<file path="src/rtl/lsu_pkg.sv">
// Shared constants, state encoding and fault rule for the data-side load/store unit.
package lsu_pkg;

  localparam logic [2:0] F3_B  = 3'b000;
  localparam logic [2:0] F3_H  = 3'b001;
  localparam logic [2:0] F3_W  = 3'b010;
  localparam logic [2:0] F3_BU = 3'b100;
  localparam logic [2:0] F3_HU = 3'b101;

  localparam logic [2:0] SEL_B  = 3'b000;
  localparam logic [2:0] SEL_H  = 3'b001;
  localparam logic [2:0] SEL_W  = 3'b010;
  localparam logic [2:0] SEL_BU = 3'b100;
  localparam logic [2:0] SEL_HU = 3'b101;

  typedef enum logic [2:0] {
    S_IDLE,
    S_RD_REQ,
    S_RD_WAIT,
    S_WR_REQ,
    S_WR_WAIT,
    S_DONE
  } lsu_state_t;

  // Misalignment, unknown widths and unsigned-store encodings all fault.
  function automatic logic is_fault(input logic we, input logic [2:0] funct3,
                                    input logic [1:0] addr_lo);
    logic f;
    f = 1'b1;
    case (funct3)
      F3_B:    f = 1'b0;
      F3_BU:   f = we;
      F3_H:    f = addr_lo[0];
      F3_HU:   f = we | addr_lo[0];
      F3_W:    f = (addr_lo != 2'b00);
      default: f = 1'b1;
    endcase
    return f;
  endfunction

endpackage

</file>
<file path="src/rtl/lsu_lane.sv">
// Byte-lane logic: extracts and extends load data, and merges sub-word store
// data into a previously read word.
module lsu_lane
  import lsu_pkg::*;
(
  input  logic [31:0] word,
  input  logic [1:0]  addr,
  input  logic [2:0]  funct3,
  input  logic [15:0] store_data,
  output logic [31:0] load_data,
  output logic [31:0] merged
);

  logic [31:0] shifted;
  logic [7:0]  byte_v;
  logic [15:0] half_v;

  always_comb begin
    shifted = word >> {addr, 3'b000};
    byte_v  = shifted[7:0];
    half_v  = addr[1] ? word[31:16] : word[15:0];

    load_data = word;
    case (funct3)
      F3_B:    load_data = {{24{byte_v[7]}}, byte_v};
      F3_BU:   load_data = {24'h0, byte_v};
      F3_H:    load_data = {{16{half_v[15]}}, half_v};
      F3_HU:   load_data = {16'h0, half_v};
      default: load_data = word;
    endcase

    merged = word;
    case (funct3)
      F3_B: begin
        case (addr)
          2'd0:    merged[7:0]   = store_data[7:0];
          2'd1:    merged[15:8]  = store_data[7:0];
          2'd2:    merged[23:16] = store_data[7:0];
          default: merged[31:24] = store_data[7:0];
        endcase
      end
      F3_H: begin
        if (addr[1]) merged[31:16] = store_data;
        else         merged[15:0]  = store_data;
      end
      default: merged = word;
    endcase
  end

endmodule

</file>
<file path="src/rtl/load_store_unit.sv">
// Load/store unit: turns CPU byte/half/word requests into full-word bus
// transfers, using read-modify-write for sub-word stores.
module load_store_unit
  import lsu_pkg::*;
(
  input  logic        i_clk,
  input  logic        i_reset,
  input  logic        i_req,
  input  logic        i_we,
  input  logic [2:0]  i_funct3,
  input  logic [31:0] i_addr,
  input  logic [31:0] i_wdata,
  output logic        o_busy,
  output logic        o_done,
  output logic        o_fault,
  output logic [31:0] o_rdata,
  output logic        o_wb_stb,
  output logic        o_wb_we,
  output logic [31:0] o_wb_addr,
  output logic [31:0] o_wb_data,
  output logic [2:0]  o_wb_sel,
  input  logic [31:0] i_wb_data,
  input  logic        i_wb_ack,
  input  logic        i_wb_stall
);

  lsu_state_t  state, state_n;
  logic        we_q, fault_q;
  logic [2:0]  f3_q;
  logic [31:0] addr_q, wb_data_q, rdata_q;
  logic [15:0] wdata_q;
  logic [31:0] lane_load, lane_merged;
  logic        accept, fault_in;

  assign accept   = (state == S_IDLE) && i_req;
  assign fault_in = is_fault(i_we, i_funct3, i_addr[1:0]);

  lsu_lane u_lane (
    .word       (i_wb_data),
    .addr       (addr_q[1:0]),
    .funct3     (f3_q),
    .store_data (wdata_q),
    .load_data  (lane_load),
    .merged     (lane_merged)
  );

  always_comb begin
    state_n = state;
    case (state)
      S_IDLE: begin
        if (i_req) begin
          if (fault_in)                      state_n = S_DONE;
          else if (i_we && i_funct3 == F3_W) state_n = S_WR_REQ;
          else                               state_n = S_RD_REQ;
        end
      end
      S_RD_REQ:  if (!i_wb_stall) state_n = S_RD_WAIT;
      S_RD_WAIT: if (i_wb_ack)    state_n = we_q ? S_WR_REQ : S_DONE;
      S_WR_REQ:  if (!i_wb_stall) state_n = S_WR_WAIT;
      S_WR_WAIT: if (i_wb_ack)    state_n = S_DONE;
      S_DONE:                     state_n = S_IDLE;
      default:                    state_n = S_IDLE;
    endcase
  end

  // The read word of a sub-word store becomes the write word after merging.
  always_ff @(posedge i_clk or posedge i_reset) begin
    if (i_reset) begin
      state     <= S_IDLE;
      we_q      <= 1'b0;
      fault_q   <= 1'b0;
      f3_q      <= 3'b000;
      addr_q    <= 32'h0;
      wdata_q   <= 16'h0;
      wb_data_q <= 32'h0;
      rdata_q   <= 32'h0;
    end else begin
      state <= state_n;
      if (accept) begin
        we_q      <= i_we;
        fault_q   <= fault_in;
        f3_q      <= i_funct3;
        addr_q    <= i_addr;
        wdata_q   <= i_wdata[15:0];
        wb_data_q <= i_wdata;
        rdata_q   <= 32'h0;
      end
      if (state == S_RD_WAIT && i_wb_ack) begin
        if (we_q) wb_data_q <= lane_merged;
        else      rdata_q   <= lane_load;
      end
    end
  end

  assign o_busy    = (state != S_IDLE);
  assign o_done    = (state == S_DONE);
  assign o_fault   = o_done && fault_q;
  assign o_rdata   = o_done ? rdata_q : 32'h0;
  assign o_wb_stb  = (state == S_RD_REQ) || (state == S_WR_REQ);
  assign o_wb_we   = (state == S_WR_REQ);
  assign o_wb_addr = {addr_q[31:2], 2'b00};
  assign o_wb_data = wb_data_q;
  assign o_wb_sel  = SEL_W;

endmodule

</file>
<file path="config.mk">
export PLATFORM = sky130hd
export DESIGN_NAME = load_store_unit
export DESIGN_NICKNAME = d
export VERILOG_FILES = /design/src/rtl/lsu_pkg.sv /design/src/rtl/lsu_lane.sv /design/src/rtl/load_store_unit.sv
export SDC_FILE = /design/constraint.sdc
export NUM_CORES = 1
export LEC_CHECK = 0
export BUFFER_PORTS_ARGS = -buffer_cell sky130_fd_sc_hd__buf_2
export CAP_MARGIN = 0
export CORE_UTILIZATION = 30
export DETAILED_ROUTE_END_ITERATION = 8
export GPL_ROUTABILITY_DRIVEN = 0
export GPL_TIMING_DRIVEN = 0
export HOLD_SLACK_MARGIN = 0.15
export PLACE_DENSITY = 0.62
export REMOVE_ABC_BUFFERS = 1
export SYNTH_ARGS = -nofsm -noshare
export SYNTH_HDL_FRONTEND = slang
export SYNTH_SLANG_ARGS = --single-unit
</file>
<file path="constraint.sdc">
create_clock -name i_clk -period 4.1 [get_ports i_clk]
set_input_delay 0.615 -clock i_clk [delete_from_list [all_inputs] [get_ports i_clk]]
set_output_delay 0.615 -clock i_clk [all_outputs]
set_load 0.1 [all_outputs]
</file>
==> results_dict.tcl, run 1 <==
set metrics [dict create \
    outcome "complete, no violations" \
    drv_slew 0 \
    yosysMostFrequentCell "nand2_1" \
    grtUsageTotal 0.1904 \
    cp_data_arrival_time_ns 2.74 \
    post_drt_via_cell_ratio 4.913 \
    setup_viol_count_final 0 \
    cts_bufs_inserted 17 \
    placed_instance_area_um2 7614 \
    synth_commonest_cells "nand2_1 (198), dfrtp_1 (120), a21oi_1 (44), and2_1 (42), mux2i_1 (41)" \
    post-synth-top-area-cell "dfrtp_1" \
    ys.flop_type "dfrtp_1" \
    die_wd_um 149.1 \
    clock_latency_ns 0.42 \
    synth.cell_area_um2 6495 \
    cts_hold_buf 0 \
    pre_cts_ws_ns 0.9241 \
    synth_cell_types 53 \
    drt-pass1-iter-count 7 \
    synthCells 712 \
    worst_setup_hold_path_clk_slew_ns 0.06 \
    post_drt_wl_per_cell_um 17.95 \
    root_buffer "clkbuf_16" \
    syn-mean-instance-area_um2 9.122 \
    drc_violations_left 0 \
    first_global_vias 5297 \
    worstSetupStartpointType "flip-flop" \
    num_vias 5660 \
    worstPathRequired_ns 3.48 \
    final.period_utilization 0.8185 \
    grt_max_degree 85 \
    final_cell_count_no_fill 1152 \
    clk_path_buf_depth 2 \
    drt_iter0_markers 301 \
    area_growth_pct 25.97 \
    final-hold-violation-count 0 \
    placeableCoreArea_um2 21150 \
    cts_tree "done" \
    placement.io_buffers 203 \
    place_hpwl_um 14230 \
    die_h_um 149.1 \
    synth-warning-count 0 \
    postLayoutCellArea_um2 8182 \
    asyncSetResetFlopFracSynth 1.000 \
    grt_antenna_before_repair 4 \
    ys_seq_elements 120 \
    number_of_flops_mapped_to_enable_cells_by_yosys 0 \
    finish.net_count 969 \
    final_layout_size_suffix_gt1_frac 0.2911 \
    clock_sinks 120 \
    synth_seq_area_share 0.4623 \
    worst_slew_margin_rel 0.1651 \
    cts_resized 0 \
    max_clock_freq_mhz 298.0 \
    core.rowCount 53 \
    grt_pass1_wl_um 31260 \
    fp.dieArea_um2 22240 \
    cap_violations 0 \
    ioPinCount 209 \
    timing.critical_path.fanout_max 34 \
    worst_clock_skew_ns 0.01236 \
    placed_cells 1120 \
    crit_type "flip-flop to output port" \
    min_tclk_post_route_ns 3.356 \
    cell_types_with_the_largest_area_share_after_synthesis "dfrtp_1 (46%), nand2_1 (11%), mux2i_1 (6.3%)" \
    cts.htree.levels 4 \
    postRouteWirelength_um 20680 \
    overflow 0 \
    crit_end_element "output port" \
    timing.hold.worst.class "primary input to async pin" \
    final.hold.worst_slack_ns 0.2035 \
    ant_nets 0 \
    synthDominantCellAreaShare 0.4623 \
    postLayoutSetupSlackWorst_ns 0.7443 \
    post_cts.repair.setup_buffers 0 \
    worstMarginPinSlew_ns 1.249 \
    floorplan.initialDensity 0.3070 \
    grt_setup_unrepaired "no" \
]
-- path summary, 6_finish.rpt --
kind	from	end	slack, ns	cells after the start
min reg2reg	addr_q[30]	addr_q[30]	0.46	2
max in group asynchronous	i_reset	f3_q[1]	3.12	3
max reg2reg	f3_q[0]	o_wb_data[19]	0.89	4
min	i_reset	addr_q[5]	0.20	2
max	state[1]	o_rdata[29]	0.74	3
min in group i_clk	i_addr[19]	addr_q[19]	0.38	3
-- through the flow --
stage / utilization / setup TNS [ns]
after floorplan: - / 0
after global placement: 0.3468 / -249.20
after detailed placement: 0.3599 / 0
after CTS: 0.3866 / 0
after global routing: 0.3868 / 0
final: 0.3868 / 0
-- routing by layer --
metal,GRT usage,part of all wire,up-vias
li1,-,-,2731
met1,0.2532,0.45,2698
met2,0.2993,0.47,194
met3,0.04251,0.049,31
met4,0.07449,0.022,6
met5,0,0.0018,-
-- cell type report --
type / instances / area [um^2]
clock buffers: 23 / 467.9
flip-flops and latches: 120 / 3004
diodes: 1 / 2.502
fillers: 2116 / 12970
multi-input cells: 504 / 2960
inverters: 4 / 20.02
clock inverters: 8 / 97.59
well taps: 275 / 344.1
repair buffers: 217 / 1285
-- critical path: stages (launching register included) --
cell and delay, ns:
dfrtp_1 0.53, and3b_1 1.07, and2_1 0.28, buf_2 0.44
-- flip-flops by register name (all words and copies together), names as in the netlist --
register / count
o_wb_data: 32
addr_q: 32
state: 3
we_q: 1
fault_q: 1
wdata_q: 16
rdata_q: 32
f3_q: 3
-- logic make-up after synthesis --
kind of cell	Yosys count	share of synthesized area
AO/OA/AOI/OAI	163	0.1636
XOR/XNOR	1	0.001349
buffers and inverters	91	0.08380
flip-flops	120	0.4623
multiplexers	50	0.08052
other	2	0.001156
AND/OR/NAND/NOR	285	0.2073
-- cells in the final DEF, fill, tap and decap left out, drive strengths merged, types with 3 or more instances in the layout --
| master | Yosys | final |
|---|---|---|
| a211o | 7 | 7 |
| a21boi | 17 | 17 |
| a21oi | 44 | 44 |
| a222oi | 7 | 7 |
| a22oi | 17 | 17 |
| a31oi | 17 | 17 |
| a41oi | 7 | 7 |
| and2 | 42 | 42 |
| buf | 69 | 217 |
| clkbuf | 18 | 23 |
| clkinv | 0 | 3 |
| clkinvlp | 0 | 3 |
| conb | 2 | 5 |
| dfrtp | 120 | 120 |
| inv | 4 | 4 |
| mux2 | 8 | 8 |
| mux2i | 41 | 41 |
| nand2 | 198 | 198 |
| nand2b | 3 | 3 |
| nand3b | 11 | 11 |
| nor2b | 11 | 11 |
| nor4b | 3 | 3 |
| o211ai | 3 | 3 |
| o21ai | 26 | 26 |
| o22ai | 8 | 8 |
Power of run 1 is not shown: default switching activity piles up to over one toggle a cycle in this logic, so the estimate is an artifact.
==> run 2, diff against run 1 <==
--- a/config.mk
+++ b/config.mk
@@ -12,7 +12,7 @@
 export GPL_ROUTABILITY_DRIVEN = 0
 export GPL_TIMING_DRIVEN = 0
 export HOLD_SLACK_MARGIN = 0.15
-export PLACE_DENSITY = 0.62
+export PLACE_DENSITY = 0.64
 export REMOVE_ABC_BUFFERS = 1
 export SYNTH_ARGS = -nofsm -noshare
 export SYNTH_HDL_FRONTEND = slang
==> constraint.sdc (replaced) <==
create_clock -name i_clk -period 2.7 [get_ports i_clk]
set_input_delay 0.405 -clock i_clk [delete_from_list [all_inputs] [get_ports i_clk]]
set_output_delay 0.405 -clock i_clk [all_outputs]
set_load 0.1 [all_outputs]
==> run 2 against run 1 <==
Net effect:
- global-route usage rose by 0.59 points
- cell area rose by 3.3%
- critical path depth did not move
- first-iteration DRC count rose by 10%
==> results_dict.tcl, run 2 (same netlist as run 1, synthesis figures left out) <==
set metrics [dict create \
    cts_bufs_inserted 17 \
    floorplan.initialDensity 0.3070 \
    critical_path.slowest_cell "dfrtp_1" \
    worstSetupStartpointType "flip-flop" \
    drt-pass1-iter-count 5 \
    grt_antenna_before_repair 1 \
    crit_type "flip-flop to output port" \
    multi_input_comb_area_um2 3004 \
    first_global_vias 5476 \
    pre_cts_ws_ns -0.2569 \
    postLayoutSetupSlackWorst_ns 0.08031 \
    clock_sinks 120 \
    placement.io_buffers 203 \
    path_cells "and3b_4 > and2_1 > buf_2" \
    outcome "complete, no violations" \
    post_drt_wl_per_cell_um 18.16 \
    core.rowCount 53 \
    cts.htree.levels 4 \
    worst_setup_hold_path_clk_slew_ns 0.06 \
    timing.hold.worst.class "primary input to flip-flop" \
    min_tclk_post_route_ns 2.620 \
    die_h_um 149.1 \
    worstPathRequired_ns 2.30 \
    final_common_cell "nand2_1" \
    grtUsageTotal 0.1962 \
    area_growth_pct 30.19 \
    ant_nets 0 \
    worst_slew_margin_rel 0.4388 \
    fp.dieArea_um2 22240 \
    num_vias 5694 \
    setup_tns_ns 0 \
    worst_clock_skew_ns 0.005981 \
    clock_latency_ns 0.42 \
    placed_instance_area_um2 7652 \
    layout.filler_cells 2119 \
    finish.net_count 982 \
    setup_viol_count_final 0 \
    final_layout_size_suffix_gt1_frac 0.3034 \
    max_clock_freq_mhz 381.7 \
    clk_path_buf_depth 2 \
    crit_end_element "output port" \
    drv_slew 0 \
    placed_cells 1122 \
    final_cell_mix "nand2_1 (198), buf_2 (195), dfrtp_1 (119)" \
    postRouteWirelength_um 21180 \
    postLayoutCellArea_um2 8456 \
    worstMarginPinSlew_ns 0.8418 \
    max_stage_delay_ns 0.59 \
    final-seq-area_um2 3004 \
    place_hpwl_um 14490 \
    die_wd_um 149.1 \
    root_buffer "clkbuf_16" \
    timing.critical_path.fanout_max 17 \
    cap_violations 0 \
    grt_setup_unrepaired "no" \
    drt_iter0_markers 332 \
    cp_data_arrival_time_ns 2.21 \
    cts_tree "done" \
    overflow 0 \
    ioPinCount 209 \
    placeableCoreArea_um2 21150 \
    drc_violations_left 0 \
    grt_pass1_wl_um 32200 \
    post_drt_via_cell_ratio 4.883 \
    grt_max_degree 76 \
    final_cell_count_no_fill 1166 \
    final.period_utilization 0.9703 \
    final-hold-violation-count 0 \
]
run 2: cell types whose count changed in the layout (fill, tap and decap cells not counted), sizes merged:
cell         before  now
clkinvlp          3    4
clkbuf           23   28
and3b             1    2
buf             217  215
inv               4    5
bufinv            2    4
dlygate4sd3       0    6
run 2: critical path, delay by kind of cell (launching register included):
| kind | cells | cell delay [ns] |
|---|---|---|
| buffers and inverters | 1 | 0.43 |
| DFF | 1 | 0.59 |
| and+or+nand+nor | 2 | 0.75 |
run 2: worst paths after layout:
path	to	cells past startpoint	slack, ns	start
setup / recovery	o_rdata[3]	3	0.08	state[1]
min in group asynchronous	addr_q[11]	3	0.54	i_reset
max in group asynchronous	addr_q[1]	4	1.37	i_reset
hold / removal	addr_q[24]	3	0.17	i_addr[24]
hold reg to reg	addr_q[29]	2	0.47	addr_q[29]
setup reg to reg	o_wb_data[16]	7	0.16	state[2]
run 2: metal layers:
layer / GRT usage / routed length (um) / vias up
met5: 0 / 0 / -
met4: 0.08112 / 459 / 0
li1: - / - / 2771
met3: 0.04006 / 1063 / 27
met1: 0.2623 / 9470 / 2715
met2: 0.3079 / 10180 / 181
run 2: timing repair:
action,CTS,global route
hold buffers,6,0
buffers inserted,0,4
endpoints found under the setup margin,57,33
hold endpoints to repair,50,0
gates resized for setup,7,11
pin swaps,0,1
gates cloned,1,0
run 2: final cells by class:
cell class / count / share of cell area
inverters: 4 / 0.002368
clock inverters: 12 / 0.02057
multi-input cells: 505 / 0.3553
clock buffers: 20 / 0.05283
flip-flops and latches: 120 / 0.3553
diodes: 1 / 0.0002959
repair buffers: 229 / 0.1727
well taps: 275 / 0.04069
run 2: per-stage QoR:
stage                     utilization  hold slack (ns)
after floorplan                     -           0.4381
after global placement         0.3468           0.4534
after detailed placement       0.3617           0.4567
after CTS                      0.3953           0.1503
after global routing           0.3997           0.1631
final                          0.3997           0.1692
Power of run 2 is left out for the same reason.
